[src/rtl/mc_ctrl_fsm.sv]
// -----------------------------------------------------------------------------
// mc_ctrl_fsm
// Multicycle main control unit for a MIPS-subset datapath. Sequences each
// instruction through fetch, decode, execute, memory and writeback states and
// drives the datapath selectors and write enables every cycle. Memory phases
// (IF, MRD, MWR) stall on mem_ready.
//
// Ports
//   clk          in   system clock, rising edge
//   rst_n        in   asynchronous active-low reset
//   op           in   opcode IR[31:26], sampled in ID and MA only
//   mem_ready    in   memory completes the current access this cycle
//   PCWrite      out  unconditional PC write enable
//   PCWriteCond  out  PC write enable qualified by ALU zero (beq)
//   IorD         out  memory address select: 0 = PC, 1 = ALUOut
//   MemRead      out  memory read request
//   MemWrite     out  memory write request
//   IRWrite      out  instruction register load
//   MemtoReg     out  register write data: 0 = ALUOut, 1 = MDR
//   RegDst       out  destination register: 0 = rt, 1 = rd
//   RegWrite     out  register file write enable
//   ALUSrcA      out  ALU A: 0 = PC, 1 = register A
//   ALUSrcB      out  ALU B: 00 = B, 01 = 4, 10 = sext(imm), 11 = sext(imm)<<2
//   ALUOp        out  00 = add, 01 = sub, 10 = funct field
//   PCSource     out  00 = ALU result, 01 = ALUOut, 10 = jump address
//   state        out  current state (debug)
//   illegal      out  one-cycle pulse when an undefined opcode is decoded
// -----------------------------------------------------------------------------
module mc_ctrl_fsm #(
   parameter int unsigned OP_W = 6,
   parameter int unsigned ST_W = 4
) (
   input  logic            clk,
   input  logic            rst_n,
   input  logic [OP_W-1:0] op,
   input  logic            mem_ready,
   output logic            PCWrite,
   output logic            PCWriteCond,
   output logic            IorD,
   output logic            MemRead,
   output logic            MemWrite,
   output logic            IRWrite,
   output logic            MemtoReg,
   output logic            RegDst,
   output logic            RegWrite,
   output logic            ALUSrcA,
   output logic [1:0]      ALUSrcB,
   output logic [1:0]      ALUOp,
   output logic [1:0]      PCSource,
   output logic [ST_W-1:0] state,
   output logic            illegal
);

   localparam logic [OP_W-1:0] OpRtype = OP_W'(6'b000000);
   localparam logic [OP_W-1:0] OpLw    = OP_W'(6'b100011);
   localparam logic [OP_W-1:0] OpSw    = OP_W'(6'b101011);
   localparam logic [OP_W-1:0] OpBeq   = OP_W'(6'b000100);
   localparam logic [OP_W-1:0] OpJ     = OP_W'(6'b000010);
   localparam logic [OP_W-1:0] OpAddi  = OP_W'(6'b001000);

   typedef enum logic [ST_W-1:0] {
      StIf  = ST_W'(0),
      StId  = ST_W'(1),
      StMa  = ST_W'(2),
      StMrd = ST_W'(3),
      StWbl = ST_W'(4),
      StMwr = ST_W'(5),
      StExr = ST_W'(6),
      StWbr = ST_W'(7),
      StBeq = ST_W'(8),
      StJmp = ST_W'(9),
      StExi = ST_W'(10),
      StWbi = ST_W'(11),
      StIll = ST_W'(12)
   } state_e;

   state_e r_state;

   // State register; encodings 13-15 fall into the default and recover to IF.
   always_ff @(posedge clk or negedge rst_n) begin
      if (!rst_n) begin
         r_state <= StIf;
      end else begin
         case (r_state)
            StIf:  r_state <= mem_ready ? StId : StIf;
            StId: begin
               if (op == OpLw || op == OpSw) r_state <= StMa;
               else if (op == OpRtype)       r_state <= StExr;
               else if (op == OpBeq)         r_state <= StBeq;
               else if (op == OpJ)           r_state <= StJmp;
               else if (op == OpAddi)        r_state <= StExi;
               else                          r_state <= StIll;
            end
            StMa: begin
               if (op == OpLw)      r_state <= StMrd;
               else if (op == OpSw) r_state <= StMwr;
               else                 r_state <= StIf;
            end
            StMrd: r_state <= mem_ready ? StWbl : StMrd;
            StWbl: r_state <= StIf;
            StMwr: r_state <= mem_ready ? StIf : StMwr;
            StExr: r_state <= StWbr;
            StWbr: r_state <= StIf;
            StBeq: r_state <= StIf;
            StJmp: r_state <= StIf;
            StExi: r_state <= StWbi;
            StWbi: r_state <= StIf;
            StIll: r_state <= StIf;
            default: r_state <= StIf;
         endcase
      end
   end

   logic       w_pc_write;
   logic       w_pc_write_cond;
   logic       w_iord;
   logic       w_mem_read;
   logic       w_mem_write;
   logic       w_ir_write;
   logic       w_mem_to_reg;
   logic       w_reg_dst;
   logic       w_reg_write;
   logic       w_alu_src_a;
   logic [1:0] w_alu_src_b;
   logic [1:0] w_alu_op;
   logic [1:0] w_pc_source;
   logic       w_illegal;

   always_comb begin
      w_pc_write      = 1'b0;
      w_pc_write_cond = 1'b0;
      w_iord          = 1'b0;
      w_mem_read      = 1'b0;
      w_mem_write     = 1'b0;
      w_ir_write      = 1'b0;
      w_mem_to_reg    = 1'b0;
      w_reg_dst       = 1'b0;
      w_reg_write     = 1'b0;
      w_alu_src_a     = 1'b0;
      w_alu_src_b     = 2'b00;
      w_alu_op        = 2'b00;
      w_pc_source     = 2'b00;
      w_illegal       = 1'b0;
      case (r_state)
         StIf: begin
            w_mem_read  = 1'b1;
            w_alu_src_b = 2'b01;
            w_ir_write  = mem_ready;
            w_pc_write  = mem_ready;
         end
         StId: w_alu_src_b = 2'b11;
         StMa: begin
            w_alu_src_a = 1'b1;
            w_alu_src_b = 2'b10;
         end
         StMrd: begin
            w_mem_read = 1'b1;
            w_iord     = 1'b1;
         end
         StWbl: begin
            w_reg_write  = 1'b1;
            w_mem_to_reg = 1'b1;
         end
         StMwr: begin
            w_mem_write = 1'b1;
            w_iord      = 1'b1;
         end
         StExr: begin
            w_alu_src_a = 1'b1;
            w_alu_op    = 2'b10;
         end
         StWbr: begin
            w_reg_write = 1'b1;
            w_reg_dst   = 1'b1;
         end
         StBeq: begin
            w_alu_src_a     = 1'b1;
            w_alu_op        = 2'b01;
            w_pc_write_cond = 1'b1;
            w_pc_source     = 2'b01;
         end
         StJmp: begin
            w_pc_write  = 1'b1;
            w_pc_source = 2'b10;
         end
         StExi: begin
            w_alu_src_a = 1'b1;
            w_alu_src_b = 2'b10;
         end
         StWbi: w_reg_write = 1'b1;
         StIll: w_illegal = 1'b1;
         default: ;
      endcase
   end

   // Enables are gated by rst_n so an asynchronous reset kills any write in
   // the same instant, before the state register has even been observed.
   // Reset state is IF, whose selects already match the required reset values.
   assign PCWrite     = w_pc_write      & rst_n;
   assign PCWriteCond = w_pc_write_cond & rst_n;
   assign MemRead     = w_mem_read      & rst_n;
   assign MemWrite    = w_mem_write     & rst_n;
   assign IRWrite     = w_ir_write      & rst_n;
   assign RegWrite    = w_reg_write     & rst_n;
   assign illegal     = w_illegal       & rst_n;
   assign IorD        = w_iord;
   assign MemtoReg    = w_mem_to_reg;
   assign RegDst      = w_reg_dst;
   assign ALUSrcA     = w_alu_src_a;
   assign ALUSrcB     = w_alu_src_b;
   assign ALUOp       = w_alu_op;
   assign PCSource    = w_pc_source;
   assign state       = r_state;

endmodule

[config.mk]
export PLATFORM = sky130hd
export DESIGN_NAME = mc_ctrl_fsm
export DESIGN_NICKNAME = d
export VERILOG_FILES = /design/src/rtl/mc_ctrl_fsm.sv
export SDC_FILE = /design/constraint.sdc
export NUM_CORES = 1
export LEC_CHECK = 0
export CORE_MARGIN = 2
export CORE_UTILIZATION = 39
export DETAILED_ROUTE_END_ITERATION = 10
export PLACE_DENSITY = 0.79
export REMOVE_ABC_BUFFERS = 1
export SLEW_MARGIN = 30
export SYNTH_ARGS = -nofsm -noshare
export SYNTH_HDL_FRONTEND = slang
export SYNTH_SLANG_ARGS = --single-unit
[constraint.sdc]
create_clock -name clk -period 1.68 [get_ports clk]
set_input_delay 0.42 -clock clk [delete_from_list [all_inputs] [get_ports clk]]
set_output_delay 0.42 -clock clk [all_outputs]
set_load 0.02 [all_outputs]
Yosys cells after proc, flatten, opt, wreduce, memory -nomap -nowiden. Cells that the tools add are included.

Input port bits: 9. Logic and storage cells: 58. Output and inout port bits: 21. Register bits: 4.

Equality and inequality tests: 17. Bitwise logic cells: 7. Muxes and demuxes: 25. Reductions and logical operators: 8.

Operator list (count): $pmux W4 S7 (1); $mux W3 (7); $eq A4 B4 Y1 const B (5); $eq A4 B3 Y1 const B (4); $eq A6 B6 Y1 const B (2); $mux W1 (11); $eq A4 B2 Y1 const B (2); $mux W4 (2); $pmux W2 S2 (2); $and A1 B1 Y1 (7); $eq A6 B2 Y1 const B (1); $eq A6 B3 Y1 const B (1); $eq A6 B4 Y1 const B (1); $logic_not A6 Y1 (1); $pmux W2 S3 (1); $reduce_or A2 Y1 (3); $eq A4 B1 Y1 const B (1); $logic_not A4 Y1 (1); $reduce_or A4 Y1 (1); $reduce_or A3 Y1 (1); $pmux W1 S2 (1); $logic_or A1 B1 Y1 (1).

Longest topological paths before layout. Gate-level depths: netlist of run 1.

Depth after elaboration: 7. Mapped depth: 6. Mapped depth without buffers: 4.

Worst setup path before layout of run 1. Ideal clock, no wire load.

Path type: reg-to-output. Start: register r_state[1], in the netlist state[1]. End: output MemWrite. Stages on the path, launching flop included: 4. Data arrival time: 1.506 ns. Path slack: -0.246 ns. Path buffers: 2. Data required time: 1.260 ns. Cells stage by stage: dfrtp_1 buf_4 buf_4 nor4_1.

Longest elaborated chain between the ends: 3.

Ends and longest elaborated chain: start, declared (line 77) `state_e r_state;`; start signal, assigned (line 82) `r_state <= StIf;`; start signal, assigned (line 85) `StIf: r_state <= mem_ready ? StId : StIf;`; start signal, assigned (line 87) `if (op == OpLw || op == OpSw) r_state <= StMa;`; $eq A4 B3 Y1 (line 144) `case (r_state)`; $mux W1 (line 144); $and A1 B1 Y1 (line 202) `assign MemWrite = w_mem_write & rst_n;`; end, declared (line 41) `output logic MemWrite,`.

Every way passes these cells.

Final worst setup path of run 1.
Start: register r_state[3], in the netlist state[3]. End: output RegWrite.

Longest elaborated chain between the ends: 4. Elaborated cells on any way between the ends: 6. Classes of those cells: eq/ne (3); mux (1); bitwise (1); reduce/logical (1).

Ends and longest elaborated chain: $eq A4 B4 Y1 or $eq A4 B3 Y1 (tied branches) (line 144); $reduce_or A3 Y1 (no line) *; $mux W1 * (line 144); $and A1 B1 Y1 * (line 204) `assign RegWrite = w_reg_write & rst_n;`; end, declared (line 45) `output logic RegWrite,`.

Every way passes the cells marked *; elsewhere a longest branch is shown, timed or not.

==> impl_results.html, run 1 <==
<table>
<tr><th>Metric</th><th>Value</th></tr>
<tr><th colspan="2">Placement</th></tr>
<tr><td>Port buffer count</td><td>29</td></tr>
<tr><td>Gpl congestion</td><td>~0.85</td></tr>
<tr><td>Total instance count after detailed placement</td><td>approximately 140</td></tr>
<tr><td>Half-perimeter wire length of the detailed placement result</td><td>around 1.5 mm</td></tr>
<tr><th colspan="2">Cells and area</th></tr>
<tr><td>Number of flip-flops in the largest register</td><td>4</td></tr>
<tr><td>Number of antenna repair diodes</td><td>0</td></tr>
<tr><td>Most common cell after layout, fill and taps aside</td><td>sky130_fd_sc_hd__buf_4</td></tr>
<tr><td>Commonest cells after routing, fill and taps aside</td><td>44 x sky130_fd_sc_hd__buf_4, 12 x sky130_fd_sc_hd__buf_6, 6 x sky130_fd_sc_hd__dlygate4sd2_1, 6 x sky130_fd_sc_hd__clkdlybuf4s50_1</td></tr>
<tr><td>Non-filler instance count after layout</td><td>between 150 and 200</td></tr>
<tr><td>Fill cells</td><td>between 50 and 60</td></tr>
<tr><td>Layout overhead on the synthesized area</td><td>121.5%</td></tr>
<tr><td>Final Net Count</td><td>between 150 and 200</td></tr>
<tr><td>Fin util</td><td>about nine tenths</td></tr>
<tr><td>Ratio of cells with drive above 1 in the final layout</td><td>between 60% and 70%</td></tr>
<tr><th colspan="2">Routing</th></tr>
<tr><td>Residual DRC</td><td>0</td></tr>
<tr><td>Count of nets left with antenna violations after detail routing</td><td>0</td></tr>
<tr><td>Via Count</td><td>around 950</td></tr>
<tr><td>Average detailed-routed wire length per instance</td><td>~17 um</td></tr>
<tr><td>Routed via count divided by cell count</td><td>5.840</td></tr>
<tr><td>Initial detailed-routing violation count</td><td>33</td></tr>
<tr><td>Detailed-route wire length</td><td>between 2 and 3 mm</td></tr>
<tr><td>Number of iterations in the first detailed-routing pass</td><td>4</td></tr>
<tr><th colspan="2">Die</th></tr>
<tr><td>Count of pins on the block boundary</td><td>30</td></tr>
<tr><td>Die area</td><td>1834 sq um</td></tr>
<tr><td>Die Span X</td><td>roughly 43 um</td></tr>
<tr><td>Effective utilization at floorplan</td><td>40.45%</td></tr>
<tr><td>Placeable core region</td><td>1454 sq um</td></tr>
<tr><td>Row Count</td><td>14</td></tr>
<tr><td>Chip Height</td><td>about 43 um</td></tr>
<tr><th colspan="2">Worst setup path</th></tr>
<tr><td>Signal arrival time at the worst endpoint</td><td>1.43 ns</td></tr>
<tr><td>Endpoint of the worst-slack reg-to-reg timing path</td><td>state[0]</td></tr>
<tr><td>Critical Path Max Stage Delay</td><td>0.40 ns</td></tr>
<tr><td>Worst Setup Start Kind</td><td>register</td></tr>
<tr><td>Cell repeated most along the worst path</td><td>sky130_fd_sc_hd__buf_4</td></tr>
<tr><td>Critical path endpoint category</td><td>output port</td></tr>
<tr><td>Data required, critical path</td><td>1.26 ns</td></tr>
<tr><td>Launching point of the worst reg2reg path</td><td>state[2]</td></tr>
<tr><td>Standard cell with the maximum stage delay on the critical path</td><td>sky130_fd_sc_hd__dfrtp_1</td></tr>
<tr><td>Largest delay share family, worst path</td><td>flip-flops</td></tr>
<tr><td>R2r worst-path depth</td><td>8</td></tr>
<tr><td>Largest driver fanout on the critical path</td><td>5</td></tr>
<tr><td>Bufs and invs on worst path</td><td>2</td></tr>
<tr><td>Kind of critical path</td><td>reg2out</td></tr>
<tr><td>R2R setup slack</td><td>0.12 ns</td></tr>
<tr><td>Series of cell instances along the critical path</td><td>buf_4, nand2b_4, a21oi_1, o21a_1, buf_4</td></tr>
<tr><th colspan="2">Power and ir drop</th></tr>
<tr><td>Power density cells</td><td>1357 nW/um^2</td></tr>
<tr><td>VDD IR max</td><td>between 0.9 and 1 mV</td></tr>
<tr><td>Leak Pwr</td><td>roughly 0.61 nW</td></tr>
<tr><th colspan="2">Logic synthesis</th></tr>
<tr><td>Synthesis warning total</td><td>0</td></tr>
<tr><td>#FFs+latches synth</td><td>4</td></tr>
<tr><td>Sequential cell area fraction in the yosys report</td><td>approximately 17%</td></tr>
<tr><td>Cell type with the highest aggregate area in the netlist</td><td>sky130_fd_sc_hd__dfrtp_1</td></tr>
<tr><td>Main synth FF type</td><td>sky130_fd_sc_hd__dfrtp_1</td></tr>
<tr><td>EDFF count, synth</td><td>0</td></tr>
<tr><td>Mapped Area</td><td>a little under 600 sq um</td></tr>
<tr><td>Synthesized netlist cell count</td><td>around 80</td></tr>
<tr><td>Share of async-settable or async-resettable flops after synthesis</td><td>100.0%</td></tr>
<tr><td>Leading cell types by total area after synthesis</td><td>sky130_fd_sc_hd__dfrtp_1 17%, sky130_fd_sc_hd__buf_4 6.4%, sky130_fd_sc_hd__nor3_1 6.0%, sky130_fd_sc_hd__nand2_1 4.5%, sky130_fd_sc_hd__nor2_1 4.5%</td></tr>
<tr><td>Number of distinct library cells after synthesis</td><td>39</td></tr>
<tr><td>Area fraction of the dominant cell type after synthesis</td><td>17.02%</td></tr>
<tr><td>Synthesized area per cell</td><td>around 7.5 sq um</td></tr>
<tr><th colspan="2">Timing</th></tr>
<tr><td>Unrepaired setup endpoints after global routing</td><td>true</td></tr>
<tr><td>Total count of max-transition violations in the final report</td><td>0</td></tr>
<tr><td>Final setup violation count</td><td>13</td></tr>
<tr><td>Hold Violations, Final</td><td>0</td></tr>
<tr><td>Final worst-path cycle share</td><td>110.4%</td></tr>
<tr><td>Max-Slew Margin vs Limit</td><td>between 70 and 80%</td></tr>
<tr><td>Worst-case setup margin in the final layout</td><td>-0.1747 ns</td></tr>
<tr><td>Actual transition at the worst max-transition pin</td><td>0.3220 ns</td></tr>
<tr><td>Final critical path time including I/O delays and setup</td><td>1.855 ns</td></tr>
<tr><td>Total negative slack for setup checks</td><td>-1.142 ns</td></tr>
<tr><td>Highest clock frequency the design can meet</td><td>539.2 MHz</td></tr>
<tr><td>Clock skew after layout</td><td>between 0.002 and 0.003 ns</td></tr>
<tr><td>Worst hold margin</td><td>about 0.36 ns</td></tr>
<tr><th colspan="2">Global route</th></tr>
<tr><td>Largest net degree at the start of global routing</td><td>9</td></tr>
<tr><td>Final global-route overflow total</td><td>0</td></tr>
<tr><td>First-pass GRT wire length</td><td>between 3 and 4 mm</td></tr>
<tr><td>Global Route Usage Sum</td><td>25.02%</td></tr>
<tr><td>Via count of the first global-routing pass</td><td>between 800 and 900</td></tr>
<tr><td>Antenna violations before repair</td><td>0</td></tr>
<tr><th colspan="2">Worst hold path</th></tr>
<tr><td>Hold/Removal Path Class</td><td>in2async</td></tr>
<tr><th colspan="2">CTS</th></tr>
<tr><td>Maximum level of the CTS H-tree</td><td>1</td></tr>
<tr><td>Total number of clock tree sinks</td><td>4</td></tr>
<tr><td>Maximum number of buffers from clock root to sink</td><td>2</td></tr>
<tr><td>Post-CTS Hold Fix Bufs</td><td>0</td></tr>
<tr><td>Clock tree root driver cell</td><td>sky130_fd_sc_hd__clkbuf_4</td></tr>
<tr><td>Number of clock buffers inserted by TritonCTS</td><td>3</td></tr>
<tr><td>TritonCTS clock tree</td><td>built</td></tr>
<tr><td>Clock latency on the worst-skew pair</td><td>~0.23 ns</td></tr>
<tr><td>Clock slew at the register clock pins of the worst setup and hold paths</td><td>0.04 ns</td></tr>
<tr><th colspan="2">Status</th></tr>
<tr><td>Run status</td><td>finished with violations</td></tr>
<tr><td>Violations in the final reports</td><td>negative setup slack</td></tr>
<tr><th colspan="2">Run</th></tr>
<tr><td>Max-cap viol count</td><td>0</td></tr>
</table>
==> synth_stat cells (2+ instances only) <==
master,count
sky130_fd_sc_hd__a21oi_1,5
sky130_fd_sc_hd__buf_4,5
sky130_fd_sc_hd__dfrtp_1,4
sky130_fd_sc_hd__inv_1,4
sky130_fd_sc_hd__nand2_1,7
sky130_fd_sc_hd__nand2b_1,3
sky130_fd_sc_hd__nor2_1,7
sky130_fd_sc_hd__nor2_2,2
sky130_fd_sc_hd__nor2b_1,2
sky130_fd_sc_hd__nor3_1,7
sky130_fd_sc_hd__nor3_2,2
sky130_fd_sc_hd__nor4_1,2
sky130_fd_sc_hd__o21a_1,2
==> worst register-to-register path, stage by stage, from the launching register on <==
cell	delay, ns
sky130_fd_sc_hd__dfrtp_2	0.44
sky130_fd_sc_hd__buf_6	0.14
sky130_fd_sc_hd__buf_8	0.13
sky130_fd_sc_hd__xnor2_4	0.17
sky130_fd_sc_hd__buf_4	0.13
sky130_fd_sc_hd__buf_4	0.10
sky130_fd_sc_hd__nor3_2	0.03
sky130_fd_sc_hd__o21bai_1	0.18
sky130_fd_sc_hd__nand3_1	0.12
==> routing by layer <==
metal | GRT usage [%] | up-vias | part of all wire, %
met5 | 0 | - | 0
met4 | 3.750 | 0 | 1.7
met3 | 2.128 | 9 | 11
met2 | 46.06 | 88 | 49
met1 | 31.77 | 422 | 38
li1 | - | 427 | -
==> final cells by class <==
class	instances	area (sq um)	share of cell area, %
well taps	16	20.02	1.537
inverters	4	15.01	1.153
flip-flops and latches	4	103.9	7.973
repair buffers	71	603.1	46.30
multi-input cells	64	538.0	41.31
clock buffers	3	22.52	1.729
==> report_power, final <==
group	switching [mW]	internal, mW
Clock	0.0391	0.0799
Sequential	0.0451	0.127
Combinational	0.722	0.755
Total	0.806	0.962
==> cell families after synthesis <==
family / Yosys count / synth area share, %
buffers and inverters: 10 / 10.85
xor gates and xnor gates: 2 / 2.979
and+or+nand+nor: 43 / 46.17
DFF: 4 / 17.02
AOI/OAI and AO/OA: 19 / 22.98
==> how the worst max path moves through the flow <==
stage                         start        to  slack (ns)  depth (start not counted)
after floorplan            state[0]  MemWrite       -0.33                          2
after global placement    mem_ready   PCWrite       -0.71                          6
after detailed placement  mem_ready   PCWrite       -0.73                          6
after CTS                  state[3]   MemRead       -0.11                          4
after global routing       state[3]   PCWrite       -0.29                          5
final                      state[3]  RegWrite       -0.17                          5
==> stage by stage <==
stage / total power [mW] / setup slack, ns / area [sq um]
after CTS: 1.414 / -0.1064 / 1115
after global routing: 1.847 / -0.2934 / 1303
final: 1.768 / -0.1747 / 1303
after detailed placement: 1.196 / -0.7307 / 1030
after floorplan: 0.6377 / -0.3334 / 539.3
after global placement: 1.175 / -0.7105 / 1030
==> repair_timing <==
item	in CTS	in global routing
setup endpoints to repair	21	15
setup buffers	8	11
gates resized for setup	107	31
gates cloned	0	0
pin swaps	5	7
Power figures use the tool's default switching activity.
==> run 2, diff against run 1 <==
--- a/config.mk
+++ b/config.mk
@@ -10,6 +10,7 @@
 export DETAILED_ROUTE_END_ITERATION = 10
 export PLACE_DENSITY = 0.79
 export REMOVE_ABC_BUFFERS = 1
+export SKIP_LAST_GASP = 1
 export SLEW_MARGIN = 30
 export SYNTH_ARGS = -nofsm -noshare
 export SYNTH_HDL_FRONTEND = slang
==> impl_results.html, run 2 (synthesized netlist as in run 1, its figures left out) <==
<table>
<tr><th>Metric</th><th>Value</th></tr>
<tr><th colspan="2">Worst setup path</th></tr>
<tr><td>R2R setup slack</td><td>0.17 ns (was 0.12 ns)</td></tr>
<tr><td>Launching point of the worst reg2reg path</td><td>state[2] (unchanged)</td></tr>
<tr><td>Critical path endpoint category</td><td>output port (unchanged)</td></tr>
<tr><td>Data required, critical path</td><td>1.26 ns (about the same)</td></tr>
<tr><td>Worst Setup Start Kind</td><td>register (unchanged)</td></tr>
<tr><td>Kind of critical path</td><td>reg2out (unchanged)</td></tr>
<tr><td>Endpoint of the worst-slack reg-to-reg timing path</td><td>state[1] (was state[0])</td></tr>
<tr><td>Critical Path Max Stage Delay</td><td>0.45 ns (was 0.40 ns)</td></tr>
<tr><td>R2r worst-path depth</td><td>7 (was 8)</td></tr>
<tr><td>Largest driver fanout on the critical path</td><td>5 (unchanged)</td></tr>
<tr><td>Standard cell with the maximum stage delay on the critical path</td><td>sky130_fd_sc_hd__dfrtp_2 (was sky130_fd_sc_hd__dfrtp_1)</td></tr>
<tr><td>Series of cell instances along the critical path</td><td>buf_4, nor3_2, a21oi_1, nor3_1, buf_4 (was buf_4, nand2b_4, a21oi_1, o21a_1, buf_4)</td></tr>
<tr><td>Cell repeated most along the worst path</td><td>sky130_fd_sc_hd__buf_4 (unchanged)</td></tr>
<tr><td>Signal arrival time at the worst endpoint</td><td>1.51 ns (was 1.43 ns)</td></tr>
<tr><th colspan="2">Timing</th></tr>
<tr><td>Hold Violations, Final</td><td>0 (unchanged)</td></tr>
<tr><td>Unrepaired setup endpoints after global routing</td><td>true (unchanged)</td></tr>
<tr><td>Highest clock frequency the design can meet</td><td>517.1 MHz (was 539.2 MHz)</td></tr>
<tr><td>Max-Slew Margin vs Limit</td><td>77.32% (was 78.46%)</td></tr>
<tr><td>Total count of max-transition violations in the final report</td><td>0 (unchanged)</td></tr>
<tr><td>Worst-case setup margin in the final layout</td><td>-0.2540 ns (was -0.1747 ns)</td></tr>
<tr><td>Clock skew after layout</td><td>0.0001175 ns (was 0.002780 ns)</td></tr>
<tr><td>Actual transition at the worst max-transition pin</td><td>0.3389 ns (was 0.3220 ns)</td></tr>
<tr><td>Final critical path time including I/O delays and setup</td><td>1.934 ns (was 1.855 ns)</td></tr>
<tr><td>Final setup violation count</td><td>12 (was 13)</td></tr>
<tr><td>Final worst-path cycle share</td><td>115.1% (was 110.4%)</td></tr>
<tr><th colspan="2">CTS</th></tr>
<tr><td>TritonCTS clock tree</td><td>built (unchanged)</td></tr>
<tr><td>Clock slew at the register clock pins of the worst setup and hold paths</td><td>0.04 ns (about the same)</td></tr>
<tr><td>Total number of clock tree sinks</td><td>4 (unchanged)</td></tr>
<tr><td>Maximum level of the CTS H-tree</td><td>1 (unchanged)</td></tr>
<tr><td>Number of clock buffers inserted by TritonCTS</td><td>3 (unchanged)</td></tr>
<tr><td>Clock tree root driver cell</td><td>sky130_fd_sc_hd__clkbuf_4 (unchanged)</td></tr>
<tr><td>Maximum number of buffers from clock root to sink</td><td>2 (unchanged)</td></tr>
<tr><td>Clock latency on the worst-skew pair</td><td>0.23 ns (about the same)</td></tr>
<tr><th colspan="2">Routing</th></tr>
<tr><td>Residual DRC</td><td>0 (unchanged)</td></tr>
<tr><td>Routed via count divided by cell count</td><td>6.044 (was 5.840)</td></tr>
<tr><td>Via Count</td><td>955 (was 946)</td></tr>
<tr><td>Average detailed-routed wire length per instance</td><td>18.82 um (was 17.34 um)</td></tr>
<tr><td>Count of nets left with antenna violations after detail routing</td><td>0 (unchanged)</td></tr>
<tr><td>Number of iterations in the first detailed-routing pass</td><td>4 (unchanged)</td></tr>
<tr><td>Initial detailed-routing violation count</td><td>40 (was 33)</td></tr>
<tr><td>Detailed-route wire length</td><td>2.973 mm (was 2.809 mm)</td></tr>
<tr><th colspan="2">Cells and area</th></tr>
<tr><td>Non-filler instance count after layout</td><td>158 (was 162)</td></tr>
<tr><td>Commonest cells after routing, fill and taps aside</td><td>39 x sky130_fd_sc_hd__buf_4, 12 x sky130_fd_sc_hd__buf_6, 6 x sky130_fd_sc_hd__dlygate4sd2_1, 6 x sky130_fd_sc_hd__clkdlybuf4s50_1, 5 x sky130_fd_sc_hd__nand2_1 (was 44 x sky130_fd_sc_hd__buf_4, 12 x sky130_fd_sc_hd__buf_6, 6 x sky130_fd_sc_hd__dlygate4sd2_1, 6 x sky130_fd_sc_hd__clkdlybuf4s50_1)</td></tr>
<tr><td>Layout overhead on the synthesized area</td><td>115.7% (was 121.5%)</td></tr>
<tr><td>Most common cell after layout, fill and taps aside</td><td>sky130_fd_sc_hd__buf_4 (unchanged)</td></tr>
<tr><td>Number of flip-flops in the largest register</td><td>4 (unchanged)</td></tr>
<tr><td>Fill cells</td><td>68 (was 55)</td></tr>
<tr><td>Final Net Count</td><td>153 (was 157)</td></tr>
<tr><td>Ratio of cells with drive above 1 in the final layout</td><td>61.97% (was 63.01%)</td></tr>
<tr><td>Number of antenna repair diodes</td><td>0 (unchanged)</td></tr>
<tr><th colspan="2">Global route</th></tr>
<tr><td>Routing usage on met2</td><td>49.39% (was 46.06%)</td></tr>
<tr><td>Antenna violations before repair</td><td>0 (unchanged)</td></tr>
<tr><td>Global routing's busiest layer</td><td>met2 (unchanged)</td></tr>
<tr><td>Final global-route overflow total</td><td>0 (unchanged)</td></tr>
<tr><td>Met1 track utilization from global routing</td><td>32.73% (was 31.77%)</td></tr>
<tr><td>Global Route Usage Sum</td><td>26.58% (was 25.02%)</td></tr>
<tr><td>Largest net degree at the start of global routing</td><td>9 (unchanged)</td></tr>
<tr><td>Grt met3 use</td><td>1.277% (was 2.128%)</td></tr>
<tr><td>First-pass GRT wire length</td><td>3.801 mm (was 3.629 mm)</td></tr>
<tr><td>Via count of the first global-routing pass</td><td>822 (was 803)</td></tr>
<tr><th colspan="2">Status</th></tr>
<tr><td>Violations in the final reports</td><td>negative setup slack (unchanged)</td></tr>
<tr><td>Run status</td><td>finished with violations (unchanged)</td></tr>
<tr><th colspan="2">Placement</th></tr>
<tr><td>Gpl congestion</td><td>0.8514 (unchanged)</td></tr>
<tr><td>Half-perimeter wire length of the detailed placement result</td><td>1.493 mm (unchanged)</td></tr>
<tr><td>Port buffer count</td><td>29 (unchanged)</td></tr>
<tr><td>Worst-case setup slack after placement</td><td>-0.7307 ns (unchanged)</td></tr>
<tr><td>Total instance count after detailed placement</td><td>141 (unchanged)</td></tr>
<tr><th colspan="2">Worst hold path</th></tr>
<tr><td>Hold/Removal Path Class</td><td>in2async (unchanged)</td></tr>
<tr><th colspan="2">Power and ir drop</th></tr>
<tr><td>Power density cells</td><td>1361 nW/um^2 (was 1357 nW/um^2)</td></tr>
<tr><td>VDD IR max</td><td>0.7149 mV (was 0.9255 mV)</td></tr>
<tr><td>Leak Pwr</td><td>0.5890 nW (was 0.6060 nW)</td></tr>
<tr><th colspan="2">Die</th></tr>
<tr><td>Die area</td><td>1834 sq um (unchanged)</td></tr>
<tr><td>Placeable core region</td><td>1454 sq um (unchanged)</td></tr>
<tr><td>Effective utilization at floorplan</td><td>40.45% (unchanged)</td></tr>
<tr><td>Chip Height</td><td>42.83 um (unchanged)</td></tr>
<tr><td>Count of pins on the block boundary</td><td>30 (unchanged)</td></tr>
<tr><td>Die Span X</td><td>42.83 um (unchanged)</td></tr>
<tr><td>Row Count</td><td>14 (unchanged)</td></tr>
<tr><th colspan="2">Run</th></tr>
<tr><td>Max-cap viol count</td><td>0 (unchanged)</td></tr>
</table>
==> run 2: what timing repair did <==
action,CTS,global route
resized for setup,105,32
buffers inserted,8,8
hold buffers,0,0
pin swaps,5,7
endpoints found under the setup margin,21,17
==> run 2: layer usage <==
layer | vias to the layer above | part of all wire [%]
li1 | 414 | -
met1 | 456 | 41
met2 | 79 | 50
met3 | 6 | 7.9
met4 | 0 | 1.5
met5 | - | 0
==> run 2: how the worst max path moves through the flow <==
stage	from	to	slack, ns	depth (start not counted)
2_1_floorplan	state[0]	MemWrite	-0.33	2
3_3_place_gp	mem_ready	PCWrite	-0.71	6
3_5_place_dp	mem_ready	PCWrite	-0.73	6
4_1_cts	state[3]	MemRead	-0.13	4
5_1_grt	state[0]	PCWrite	-0.27	5
6_report	state[0]	PCWrite	-0.25	5
==> run 2: area by class of cell <==
cell class	count	area, sq um	area share [%]
Timing Repair Buffer	67	570.5	44.97
Multi-Input combinational cell	64	536.8	42.31
Sequential cell	4	103.9	8.185
Clock buffer	3	22.52	1.775
Tap cell	16	20.02	1.578
Inverter	4	15.01	1.183
==> run 2: power by group <==
group | leakage, nW | internal (mW) | switching, mW
Combinational | 0.526 | 0.713 | 0.721
Sequential | 0.0488 | 0.127 | 0.0450
Clock | 0.0138 | 0.0800 | 0.0406
Total | 0.589 | 0.920 | 0.807
==> run 2: critical path, delay by kind of cell (launching register included) <==
family	cells	cell delay, ns
AO/OA/AOI/OAI	1	0.07
buffers and inverters	2	0.35
flip-flops	1	0.45
AND/OR/NAND/NOR	2	0.41
==> run 2: per-stage QoR <==
stage	utilization [%]	power (mW)	hold WS, ns	setup TNS, ns	instance area (sq um)
2_1_floorplan	-	0.6377	0.1244	-1.321	539.3
3_3_place_gp	70.83	1.175	0.6680	-6.410	1030
3_5_place_dp	70.83	1.196	0.6592	-6.962	1030
4_1_cts	75.90	1.395	0.3485	-0.4640	1104
5_1_grt	87.26	1.791	0.4005	-1.672	1269
6_report	87.26	1.727	0.3810	-1.231	1269
==> run 3, diff against run 2 <==
--- a/config.mk
+++ b/config.mk
@@ -8,6 +8,7 @@
 export CORE_MARGIN = 2
 export CORE_UTILIZATION = 39
 export DETAILED_ROUTE_END_ITERATION = 10
+export GPL_TIMING_DRIVEN = 0
 export PLACE_DENSITY = 0.79
 export REMOVE_ABC_BUFFERS = 1
 export SKIP_LAST_GASP = 1
==> constraint.sdc (replaced) <==
create_clock -name clk -period 2.2 [get_ports clk]
set_input_delay 0.55 -clock clk [delete_from_list [all_inputs] [get_ports clk]]
set_output_delay 0.55 -clock clk [all_outputs]
set_load 0.02 [all_outputs]
==> impl_results.html, run 3 (synthesized netlist as in run 1, its figures left out) <==
<table>
<tr><th>Metric</th><th>Value</th></tr>
<tr><th colspan="2">CTS</th></tr>
<tr><td>Post-CTS Hold Fix Bufs</td><td>0 (unchanged)</td></tr>
<tr><td>Maximum number of buffers from clock root to sink</td><td>2 (unchanged)</td></tr>
<tr><td>Clock tree root driver cell</td><td>sky130_fd_sc_hd__clkbuf_4 (unchanged)</td></tr>
<tr><td>TritonCTS clock tree</td><td>built (unchanged)</td></tr>
<tr><td>Total number of clock tree sinks</td><td>4 (unchanged)</td></tr>
<tr><td>Clock slew at the register clock pins of the worst setup and hold paths</td><td>0.04 ns (about the same)</td></tr>
<tr><td>Number of clock buffers inserted by TritonCTS</td><td>3 (unchanged)</td></tr>
<tr><td>Maximum level of the CTS H-tree</td><td>1 (unchanged)</td></tr>
<tr><td>Clock latency on the worst-skew pair</td><td>0.23 ns (about the same)</td></tr>
<tr><th colspan="2">Timing</th></tr>
<tr><td>Final worst-path cycle share</td><td>slightly below 100%</td></tr>
<tr><td>Unrepaired setup endpoints after global routing</td><td>true (unchanged)</td></tr>
<tr><td>Total negative slack for setup checks</td><td>0 ns (was -1.231 ns)</td></tr>
<tr><td>Max-Slew Margin vs Limit</td><td>79.76% (was 77.32%)</td></tr>
<tr><td>Highest clock frequency the design can meet</td><td>470.2 MHz</td></tr>
<tr><td>Total count of max-transition violations in the final report</td><td>0 (unchanged)</td></tr>
<tr><td>Final setup violation count</td><td>0 (was 12)</td></tr>
<tr><td>Actual transition at the worst max-transition pin</td><td>0.3025 ns (was 0.3389 ns)</td></tr>
<tr><td>Worst hold margin</td><td>0.2519 ns (was 0.3810 ns)</td></tr>
<tr><td>Final critical path time including I/O delays and setup</td><td>2.127 ns</td></tr>
<tr><td>Clock skew after layout</td><td>0.002180 ns (was 0.0001175 ns)</td></tr>
<tr><td>Hold Violations, Final</td><td>0 (unchanged)</td></tr>
<tr><td>Worst-case setup margin in the final layout</td><td>0.07327 ns (was -0.2540 ns)</td></tr>
<tr><th colspan="2">Die</th></tr>
<tr><td>Die Span X</td><td>42.83 um (unchanged)</td></tr>
<tr><td>Chip Height</td><td>42.83 um (unchanged)</td></tr>
<tr><td>Effective utilization at floorplan</td><td>40.45% (unchanged)</td></tr>
<tr><td>Placeable core region</td><td>1454 sq um (unchanged)</td></tr>
<tr><td>Count of pins on the block boundary</td><td>30 (unchanged)</td></tr>
<tr><td>Die area</td><td>1834 sq um (unchanged)</td></tr>
<tr><td>Row Count</td><td>14 (unchanged)</td></tr>
<tr><th colspan="2">Worst setup path</th></tr>
<tr><td>Data required, critical path</td><td>1.65 ns (was 1.26 ns)</td></tr>
<tr><td>Signal arrival time at the worst endpoint</td><td>1.58 ns (was 1.51 ns)</td></tr>
<tr><td>Critical Path Max Stage Delay</td><td>0.45 ns (about the same)</td></tr>
<tr><td>Series of cell instances along the critical path</td><td>nand2b_1, a21oi_1, o21a_1, dlygate4sd2_1 (was buf_4, nor3_2, a21oi_1, nor3_1, buf_4)</td></tr>
<tr><td>Kind of critical path</td><td>reg2out (unchanged)</td></tr>
<tr><td>Critical path endpoint category</td><td>output port (unchanged)</td></tr>
<tr><td>Launching point of the worst reg2reg path</td><td>state[1] (was state[2])</td></tr>
<tr><td>Largest driver fanout on the critical path</td><td>8 (was 5)</td></tr>
<tr><td>Critical Path Source</td><td>state[3] (was state[0])</td></tr>
<tr><td>Standard cell with the maximum stage delay on the critical path</td><td>sky130_fd_sc_hd__dfrtp_2 (unchanged)</td></tr>
<tr><td>Worst Setup Start Kind</td><td>register (unchanged)</td></tr>
<tr><th colspan="2">Routing</th></tr>
<tr><td>Number of iterations in the first detailed-routing pass</td><td>4 (unchanged)</td></tr>
<tr><td>Routed via count divided by cell count</td><td>5.615 (was 6.044)</td></tr>
<tr><td>Residual DRC</td><td>0 (unchanged)</td></tr>
<tr><td>Via Count</td><td>730 (was 955)</td></tr>
<tr><td>Average detailed-routed wire length per instance</td><td>12.74 um (was 18.82 um)</td></tr>
<tr><td>Initial detailed-routing violation count</td><td>14 (was 40)</td></tr>
<tr><td>Count of nets left with antenna violations after detail routing</td><td>0 (unchanged)</td></tr>
<tr><td>Detailed-route wire length</td><td>1.656 mm (was 2.973 mm)</td></tr>
<tr><th colspan="2">Cells and area</th></tr>
<tr><td>Non-filler instance count after layout</td><td>130 (was 158)</td></tr>
<tr><td>Commonest cells after routing, fill and taps aside</td><td>12 x sky130_fd_sc_hd__dlygate4sd2_1, 10 x sky130_fd_sc_hd__clkdlybuf4s50_1, 9 x sky130_fd_sc_hd__buf_4 (was 39 x sky130_fd_sc_hd__buf_4, 12 x sky130_fd_sc_hd__buf_6, 6 x sky130_fd_sc_hd__dlygate4sd2_1, 6 x sky130_fd_sc_hd__clkdlybuf4s50_1, 5 x sky130_fd_sc_hd__nand2_1)</td></tr>
<tr><td>Most common cell after layout, fill and taps aside</td><td>sky130_fd_sc_hd__dlygate4sd2_1 (was sky130_fd_sc_hd__buf_4)</td></tr>
<tr><td>Layout overhead on the synthesized area</td><td>62.77% (was 115.7%)</td></tr>
<tr><td>Number of flip-flops in the largest register</td><td>4 (unchanged)</td></tr>
<tr><td>Final Net Count</td><td>125 (was 153)</td></tr>
<tr><td>Ratio of cells with drive above 1 in the final layout</td><td>27.19% (was 61.97%)</td></tr>
<tr><td>Number of antenna repair diodes</td><td>0 (unchanged)</td></tr>
<tr><th colspan="2">Global route</th></tr>
<tr><td>First-pass GRT wire length</td><td>2.711 mm (was 3.801 mm)</td></tr>
<tr><td>Largest net degree at the start of global routing</td><td>12 (was 9)</td></tr>
<tr><td>Final global-route overflow total</td><td>0 (unchanged)</td></tr>
<tr><td>Via count of the first global-routing pass</td><td>617 (was 822)</td></tr>
<tr><td>Global Route Usage Sum</td><td>18.61% (was 26.58%)</td></tr>
<tr><td>Antenna violations before repair</td><td>0 (unchanged)</td></tr>
<tr><th colspan="2">Power and ir drop</th></tr>
<tr><td>Power density cells</td><td>928.8 nW/um^2 (was 1361 nW/um^2)</td></tr>
<tr><td>VDD IR max</td><td>0.3488 mV (was 0.7149 mV)</td></tr>
<tr><td>Leak Pwr</td><td>0.4810 nW (was 0.5890 nW)</td></tr>
<tr><td>Total power after layout</td><td>889.1 uW (was 1.727 mW)</td></tr>
<tr><th colspan="2">Run</th></tr>
<tr><td>Max-cap viol count</td><td>0 (unchanged)</td></tr>
<tr><th colspan="2">Status</th></tr>
<tr><td>Run status</td><td>finished, final reports clean (was finished with violations)</td></tr>
<tr><th colspan="2">Placement</th></tr>
<tr><td>Total instance count after detailed placement</td><td>117 (was 141)</td></tr>
<tr><td>Gpl congestion</td><td>0.8647 (was 0.8514)</td></tr>
<tr><td>Worst-case setup slack after placement</td><td>-0.6563 ns (was -0.7307 ns)</td></tr>
<tr><td>Port buffer count</td><td>29 (unchanged)</td></tr>
<tr><td>Half-perimeter wire length of the detailed placement result</td><td>1.093 mm (was 1.493 mm)</td></tr>
<tr><th colspan="2">Worst hold path</th></tr>
<tr><td>Hold/Removal Path Class</td><td>in2async (unchanged)</td></tr>
</table>
run 3: cell type report:
class                           instances  area (sq um)
Multi-Input combinational cell         64         424.2
Clock buffer                            3         22.52
Tap cell                               16         20.02
Sequential cell                         4         105.1
Timing Repair Buffer                   39         370.4
Fill cell                             128         496.7
Inverter                                4         15.01
run 3: per-stage QoR:
stage | instance area [sq um] | utilization [%]
2_1_floorplan | 539.3 | -
3_3_place_gp | 849.6 | 58.43
3_5_place_dp | 849.6 | 58.43
4_1_cts | 950.9 | 65.40
5_1_grt | 957.2 | 65.83
6_report | 957.2 | 65.83
run 3: power breakdown:
group | switching (mW) | total, mW | internal [mW]
clock | 0.0278 | 0.0887 | 0.0609
combinational | 0.355 | 0.658 | 0.303
sequential | 0.0440 | 0.142 | 0.0984
run 3: worst paths after layout:
check,to,depth (start not counted),slack [ns]
min in group clk,state[3],2,0.68
setup / recovery,RegWrite,4,0.07
hold / removal,state[0],1,0.25
max in group asynchronous,state[2],1,1.75
setup reg to reg,state[2],5,0.85
hold reg to reg,state[3],2,0.68
run 3: repair_timing:
item	CTS	global route
gates resized for setup	25	6
endpoints found under the setup margin	17	7
buffers inserted	10	0
run 3: per-layer routing:
layer | share of wire (%) | GRT usage [%]
met3 | 9.7 | 2.979
met1 | 40 | 23.18
met2 | 50 | 33.33
met4 | 0 | 3.750
met5 | 0 | 0
run 3: worst max-delay path: cells and delay by family, from the launching register on:
family / cells / cell delay [ns]
flops: 1 / 0.45
compound gates: 2 / 0.32
buf+inv: 1 / 0.32
simple gates: 1 / 0.25
